===== src/rtl/flash_ram_loader_pkg.sv =====
// Shared types and constants for the SPI-flash to RAM boot loader.
package flash_ram_loader_pkg;

  typedef enum logic [2:0] {
    Idle,
    StartupWait,
    SendCmd,
    SendAddr,
    ReadData,
    StartWrite,
    WaitWrite,
    Done
  } state_e;

  localparam logic [7:0] FlashCmdRead   = 8'h03;
  localparam logic [1:0] RamioWriteWord = 2'b11;

endpackage


===== src/rtl/flash_ram_loader_spi_shifter.sv =====
// SPI mode-0 bit engine at clk/2: one 32-bit register shifts out MSB-first on
// send and shifts flash_miso in on receive; pulses field_done_o on the last bit.
module flash_spi_shifter (
  input  logic        clk,
  input  logic        rst_n,
  input  logic        run_i,
  input  logic        send_i,
  input  logic        load_i,
  input  logic [31:0] load_val_i,
  input  logic [4:0]  last_bit_i,
  input  logic        flash_miso_i,
  output logic        flash_clk_o,
  output logic        flash_mosi_o,
  output logic        field_done_o,
  output logic [7:0]  rx_byte_o
);

  logic        phase_q;
  logic        clk_q;
  logic        mosi_q;
  logic [4:0]  bit_cnt_q;
  logic [31:0] sr_q;

  assign field_done_o = run_i & phase_q & (bit_cnt_q == last_bit_i);
  // Includes the bit being sampled this cycle so the byte is usable at field_done_o.
  assign rx_byte_o    = {sr_q[6:0], flash_miso_i};
  assign flash_clk_o  = clk_q;
  assign flash_mosi_o = mosi_q;

  always_ff @(posedge clk or negedge rst_n) begin
    if (!rst_n) begin
      phase_q   <= 1'b0;
      clk_q     <= 1'b0;
      mosi_q    <= 1'b0;
      bit_cnt_q <= 5'd0;
      sr_q      <= 32'd0;
    end else if (load_i) begin
      phase_q   <= 1'b0;
      clk_q     <= 1'b0;
      bit_cnt_q <= 5'd0;
      sr_q      <= load_val_i;
    end else if (!run_i) begin
      phase_q <= 1'b0;
      clk_q   <= 1'b0;
    end else if (!phase_q) begin
      phase_q <= 1'b1;
      clk_q   <= 1'b0;
      if (send_i) mosi_q <= sr_q[31];
    end else begin
      phase_q   <= 1'b0;
      clk_q     <= 1'b1;
      sr_q      <= send_i ? {sr_q[30:0], 1'b0} : {sr_q[30:0], flash_miso_i};
      bit_cnt_q <= field_done_o ? 5'd0 : bit_cnt_q + 5'd1;
    end
  end

endmodule


===== src/rtl/flash_ram_loader.sv =====
// Boot sequencer: streams a fixed-size image out of SPI flash (read 0x03) and
// writes it to RAM as little-endian 32-bit words through the ramio request port.
module flash_ram_loader
  import flash_ram_loader_pkg::*;
#(
  parameter int          TransferByteCount = 256,
  parameter int          StartupWaitCycles = 10,
  parameter logic [23:0] FlashStartAddress = 24'h00_0000,
  parameter logic [31:0] RamStartAddress   = 32'h0000_0000
) (
  input  logic        clk,
  input  logic        rst_n,
  input  logic        start,
  output logic        flash_clk,
  output logic        flash_mosi,
  input  logic        flash_miso,
  output logic        flash_cs_n,
  output logic        enable,
  output logic [1:0]  write_type,
  output logic [2:0]  read_type,
  output logic [31:0] address,
  output logic [31:0] data_in,
  input  logic        busy,
  output logic        done
);

  localparam int WordIdxW = $clog2(TransferByteCount / 4) + 1;
  localparam int WaitW    = $clog2(StartupWaitCycles + 1) + 1;

  if (TransferByteCount <= 0 || (TransferByteCount % 4) != 0) begin : g_bad_count
    $error("TransferByteCount must be a non-zero multiple of 4");
  end

  state_e                state_q, state_d;
  logic [WaitW-1:0]      wait_cnt_q, wait_cnt_d;
  logic [1:0]            byte_idx_q, byte_idx_d;
  logic [31:0]           word_q, word_d;
  logic [WordIdxW-1:0]   word_idx_q, word_idx_d;
  logic                  first_q, first_d;
  logic                  enable_q, enable_d;
  logic [1:0]            write_type_q, write_type_d;
  logic [31:0]           address_q, address_d;
  logic [31:0]           data_in_q, data_in_d;

  logic       spi_run, spi_send, spi_load, field_done;
  logic [4:0] spi_last;
  logic [7:0] rx_byte;

  flash_spi_shifter u_shifter (
    .clk          (clk),
    .rst_n        (rst_n),
    .run_i        (spi_run),
    .send_i       (spi_send),
    .load_i       (spi_load),
    .load_val_i   ({FlashCmdRead, FlashStartAddress}),
    .last_bit_i   (spi_last),
    .flash_miso_i (flash_miso),
    .flash_clk_o  (flash_clk),
    .flash_mosi_o (flash_mosi),
    .field_done_o (field_done),
    .rx_byte_o    (rx_byte)
  );

  // Chip select stays low across every word so the flash sees one continuous read.
  assign flash_cs_n = !(state_q inside {SendCmd, SendAddr, ReadData, StartWrite, WaitWrite});
  assign done       = (state_q == Done);
  assign enable     = enable_q;
  assign write_type = write_type_q;
  assign read_type  = 3'd0;
  assign address    = address_q;
  assign data_in    = data_in_q;

  always_comb begin
    state_d      = state_q;
    wait_cnt_d   = wait_cnt_q;
    byte_idx_d   = byte_idx_q;
    word_d       = word_q;
    word_idx_d   = word_idx_q;
    first_d      = first_q;
    enable_d     = 1'b0;
    write_type_d = 2'b00;
    address_d    = address_q;
    data_in_d    = data_in_q;
    spi_run      = 1'b0;
    spi_send     = 1'b0;
    spi_load     = 1'b0;
    spi_last     = 5'd7;
    case (state_q)
      Idle: begin
        if (start) begin
          state_d    = StartupWait;
          wait_cnt_d = '0;
        end
      end
      StartupWait: begin
        spi_load = 1'b1;
        if (int'(wait_cnt_q) + 1 >= StartupWaitCycles) state_d = SendCmd;
        else wait_cnt_d = wait_cnt_q + 1'b1;
      end
      SendCmd: begin
        spi_run  = 1'b1;
        spi_send = 1'b1;
        if (field_done) state_d = SendAddr;
      end
      SendAddr: begin
        spi_run    = 1'b1;
        spi_send   = 1'b1;
        spi_last   = 5'd23;
        byte_idx_d = 2'd0;
        if (field_done) state_d = ReadData;
      end
      ReadData: begin
        spi_run = 1'b1;
        if (field_done) begin
          word_d[{byte_idx_q, 3'b000} +: 8] = rx_byte;
          byte_idx_d = byte_idx_q + 2'd1;
          if (byte_idx_q == 2'd3) state_d = StartWrite;
        end
      end
      StartWrite: begin
        if (!busy) begin
          enable_d     = 1'b1;
          write_type_d = RamioWriteWord;
          address_d    = RamStartAddress + (32'(word_idx_q) << 2);
          data_in_d    = word_q;
          word_idx_d   = word_idx_q + 1'b1;
          first_d      = 1'b1;
          state_d      = WaitWrite;
        end
      end
      WaitWrite: begin
        // ramio raises busy a cycle after enable, so the first cycle proves nothing.
        if (first_q) first_d = 1'b0;
        else if (!busy) state_d = (int'(word_idx_q) < TransferByteCount / 4) ? ReadData : Done;
      end
      Done: ;
      default: state_d = Idle;
    endcase
  end

  always_ff @(posedge clk or negedge rst_n) begin
    if (!rst_n) begin
      state_q      <= Idle;
      wait_cnt_q   <= '0;
      byte_idx_q   <= 2'd0;
      word_q       <= 32'd0;
      word_idx_q   <= '0;
      first_q      <= 1'b0;
      enable_q     <= 1'b0;
      write_type_q <= 2'b00;
      address_q    <= 32'd0;
      data_in_q    <= 32'd0;
    end else begin
      state_q      <= state_d;
      wait_cnt_q   <= wait_cnt_d;
      byte_idx_q   <= byte_idx_d;
      word_q       <= word_d;
      word_idx_q   <= word_idx_d;
      first_q      <= first_d;
      enable_q     <= enable_d;
      write_type_q <= write_type_d;
      address_q    <= address_d;
      data_in_q    <= data_in_d;
    end
  end

endmodule


===== config.mk =====
export PLATFORM = sky130hd
export DESIGN_NAME = flash_ram_loader
export DESIGN_NICKNAME = d
export VERILOG_FILES = /design/src/rtl/flash_ram_loader_pkg.sv /design/src/rtl/flash_ram_loader_spi_shifter.sv /design/src/rtl/flash_ram_loader.sv
export SDC_FILE = /design/constraint.sdc
export NUM_CORES = 1
export LEC_CHECK = 0
export CELL_PAD_IN_SITES_DETAIL_PLACEMENT = 1
export CELL_PAD_IN_SITES_GLOBAL_PLACEMENT = 1
export CORE_MARGIN = 4
export CORE_UTILIZATION = 46
export DETAILED_ROUTE_END_ITERATION = 6
export MAX_ROUTING_LAYER = met4
export PLACE_DENSITY_LB_ADDON = 0.12
export SYNTH_ARGS = -nofsm -noshare
export SYNTH_HDL_FRONTEND = slang
export SYNTH_SLANG_ARGS = --single-unit

===== constraint.sdc =====
create_clock -name clk -period 5.3 [get_ports clk]
set_clock_uncertainty 0.2 [all_clocks]
set_input_delay 1.06 -clock clk [delete_from_list [all_inputs] [get_ports clk]]
set_output_delay 1.06 -clock clk [all_outputs]
set_load 0.05 [all_outputs]

==> flow_metrics.tcl <==
set metrics [dict create \
    worst_pin_slew_ps 1153 \
    report.final.slew_viol_count 0 \
    cts_root_buffer "clkbuf_16" \
    die_h_um 120.0 \
    syn_inst 547 \
    ys_seq_elements 130 \
    clk_pin_slew_worst_paths_ps 60 \
    synth_top_cell_area_share_pct 56.34 \
    synth_compound_area_share_pct 6.284 \
    dpl_cell_area_mm2 0.006275 \
    instances_no_fill 775 \
    fp.dieW_um 120.0 \
    drc 0 \
    io_buffer_count 50 \
    vias 3924 \
    synth-simple-area-share_pct 18.79 \
    gr-total-overflow 0 \
    async_reset_ff_share_pct 100.0 \
    hold_viol_final 0 \
    holdWs_ps 270.0 \
    fp.coreArea_mm2 0.01216 \
    setup_viol_count_final 0 \
    antennaDiodeCount 0 \
    drv_cap 0 \
    grt_antenna_before_repair 0 \
    multi_input_area_mm2 0.002257 \
    drt_iter0_markers 152 \
    cp-start-kind "flip-flop" \
    cts_setup_buffers 0 \
    rsz0062_at_grt "no" \
    finalSetupTns_ps 0 \
    die-area_mm2 0.01441 \
    fillers 1341 \
    htreeDepth 4 \
    critPathKind "flip-flop to output pin" \
    hold_path_class "flip-flop to flip-flop" \
    cts-resized-gates 0 \
    ant_nets 0 \
    slew_headroom_pct 23.12 \
    critPathMaxFanout 14 \
    leakage_nw 3.272 \
    synth_largest_area_cell "dfrtp_1" \
    cp_data_required_time_ps 4040 \
    rows 40 \
    synthAdderAreaFrac_pct 2.167 \
    synth_top_family_by_area "simple AND/OR/NAND/NOR gates" \
    status "finished clean" \
    wl_um 12610 \
    arrival_ps 2310 \
    numCtsBuffers 17 \
    nets 609 \
    synth.avg_cell_area_um2 10.56 \
    clockBufferDepth 2 \
    r2r_cells 4 \
    seq_area_mm2 0.003253 \
    clock_sinks 130 \
    start_util_pct 47.48 \
    gp_congestion 0.7672 \
    insertion_delay_ps 420 \
    grt_pass1_vias 4241 \
    irDropWorstVdd_v 0.0001989 \
    synth_cell_types 49 \
    holdPathStages 2 \
    end_kind "output pin" \
    synthTopCellsByArea "dfrtp_1 56%, nand2_1 9.2%, mux2_2 8.0%, buf_4 4.2%, nand3_1 3.5%" \
    synth_edf_count 0 \
    period_needed_ps 3568 \
    stdcell_area_mm2 0.006939 \
    vias_per_cell 5.063 \
    post-route-util_pct 57.06 \
    grt_first_pass_wirelength_um 21460 \
    ys_dominant_reg_cell "dfrtp_1" \
    grt_max_degree 48 \
    first_pass_iters 4 \
    synth_mux_area_share_pct 7.996 \
    seq_area_frac_synth_pct 56.34 \
    clock.fmax_mhz 280.3 \
    wl_per_cell_um 16.28 \
    yosysWarnings 0 \
    area_delta_synth_final_pct 20.17 \
    ctsHoldBuffers 0 \
    power.density_mw_per_mm2 490.3 \
    synth_xor_area_share_pct 1.950 \
    grt_usage_pct 19.36 \
    ios 79 \
    hpwl_um 8359 \
    cts_tree "built" \
    layout-drive-gt1-share_pct 15.49 \
    post-route-period-util_pct 67.31 \
    synth_area_mm2 0.005774 \
    place_inst 743 \
]
-- cell usage in the layout, fill, tap and decap left out, drive strengths merged --
| master | instances |
|---|---|
| o31ai | 1 |
| o2111ai | 1 |
| mux2 | 41 |
| nand3b | 3 |
| and2 | 1 |
| and3b | 1 |
| ha | 10 |
| conb | 28 |
| nor4 | 1 |
| o311ai | 1 |
| dfrtp | 130 |
| buf | 5 |
| nor2 | 11 |
| a31o | 1 |
| nor2b | 1 |
| nand2b | 7 |
| nand2 | 142 |
| a211o | 1 |
| o21ai | 49 |
| bufinv | 5 |
| or2 | 1 |
| clkbuf | 24 |
| clkdlybuf4s50 | 49 |
| and3 | 3 |
| nand3 | 44 |
| a21oi | 3 |
| xnor2 | 7 |
| o21bai | 1 |
| nor3 | 4 |
| o2bb2ai | 1 |
| nand4 | 4 |
| inv | 7 |
| a31oi | 1 |
| nand4b | 1 |
| nor3b | 6 |
| a21o | 2 |
| xor2 | 5 |
| clkinv | 3 |
| or3 | 1 |
-- worst paths after layout --
| kind | startpoint | endpoint | slack, ps |
|---|---|---|---|
| worst max-delay path | state_q[1] | flash_cs_n | 1730 |
| worst min-delay path | u_shifter.sr_q[23] | u_shifter.sr_q[24] | 270 |
| worst max register to register | state_q[0] | data_in[16] | 2610 |
| worst min register to register | u_shifter.sr_q[23] | u_shifter.sr_q[24] | 270 |
| max in group asynchronous | rst_n | data_in[20] | 3470 |
| min in group asynchronous | rst_n | address[7] | 440 |
-- cell type report --
class                           instances  share of cell area, %
Clock buffer                           24                  7.086
Clock inverter                          8                  2.488
Inverter                                7                 0.3787
Multi-Input combinational cell        384                  32.53
Sequential cell                       130                  46.88
Tap cell                              168                  3.029
Timing Repair Buffer                   54                  7.609
-- worst max-delay path, cell delays in order, from the launching register on --
cell and delay, ps:
dfrtp_1 610, nand2_1 180, nor2_1 160, o21bai_1 120, clkdlybuf4s50_1 820
-- kinds of logic after synthesis --
| group | after synthesis |
|---|---|
| simple gates | 231 |
| flops | 130 |
| buf+inv | 60 |
| mux | 41 |
| compound gates | 62 |
| fa+ha+maj | 10 |
| other cells | 1 |
| xor+xnor | 12 |
-- cells in the mapped netlist (2+ instances only) --
cell / instances
a21o_1: 2
a21oi_1: 3
and3_1: 3
buf_2: 14
buf_4: 32
clkbuf_1: 6
dfrtp_1: 130
ha_1: 10
inv_1: 6
mux2_2: 41
nand2_1: 141
nand2b_1: 7
nand3_1: 40
nand3_2: 4
nand3b_1: 2
nand4_1: 4
nor2_1: 9
nor2_2: 2
nor3_1: 2
nor3b_1: 4
nor3b_2: 2
o21ai_0: 16
o21ai_1: 32
xnor2_1: 7
xor2_1: 4
-- layer usage --
metal / wire [µm] / part of all wire, % / GRT usage, %
met1: 5377 / 43 / 22.57
met2: 6571 / 52 / 32.35
met3: 384 / 3.0 / 4.571
met4: 280 / 2.2 / 7.874
met5: 0 / 0 / -
-- where the power goes --
part / internal (mW) / total, mW / leakage, nW / switching [mW]
Clock: 0.886 / 1.31 / 0.325 / 0.427
Sequential: 1.14 / 1.31 / 1.72 / 0.166
Combinational: 0.255 / 0.783 / 1.22 / 0.529
Total: 2.28 / 3.40 / 3.27 / 1.12
-- flip-flops by register name, summed over array words and instances, names as in the netlist --
| name | flops |
|---|---|
| u_shifter.bit_cnt_q | 5 |
| wait_cnt_q | 5 |
| u_shifter.sr_q | 32 |
| u_shifter.flash_clk_o | 1 |
| write_type | 1 |
| u_shifter.phase_q | 1 |
| byte_idx_q | 2 |
| u_shifter.flash_mosi_o | 1 |
| state_q | 3 |
| data_in | 32 |
| address | 7 |
| word_q | 32 |
| first_q | 1 |
| word_idx_q | 7 |
-- through the flow --
stage	total power [mW]	setup slack [ps]
after floorplan	1.875	2182
after global placement	2.070	1895
after detailed placement	2.110	1815
after CTS	3.444	1676
after global routing	3.570	1513
final	3.403	1732
No activity file was read; power rests on OpenSTA's default activity.
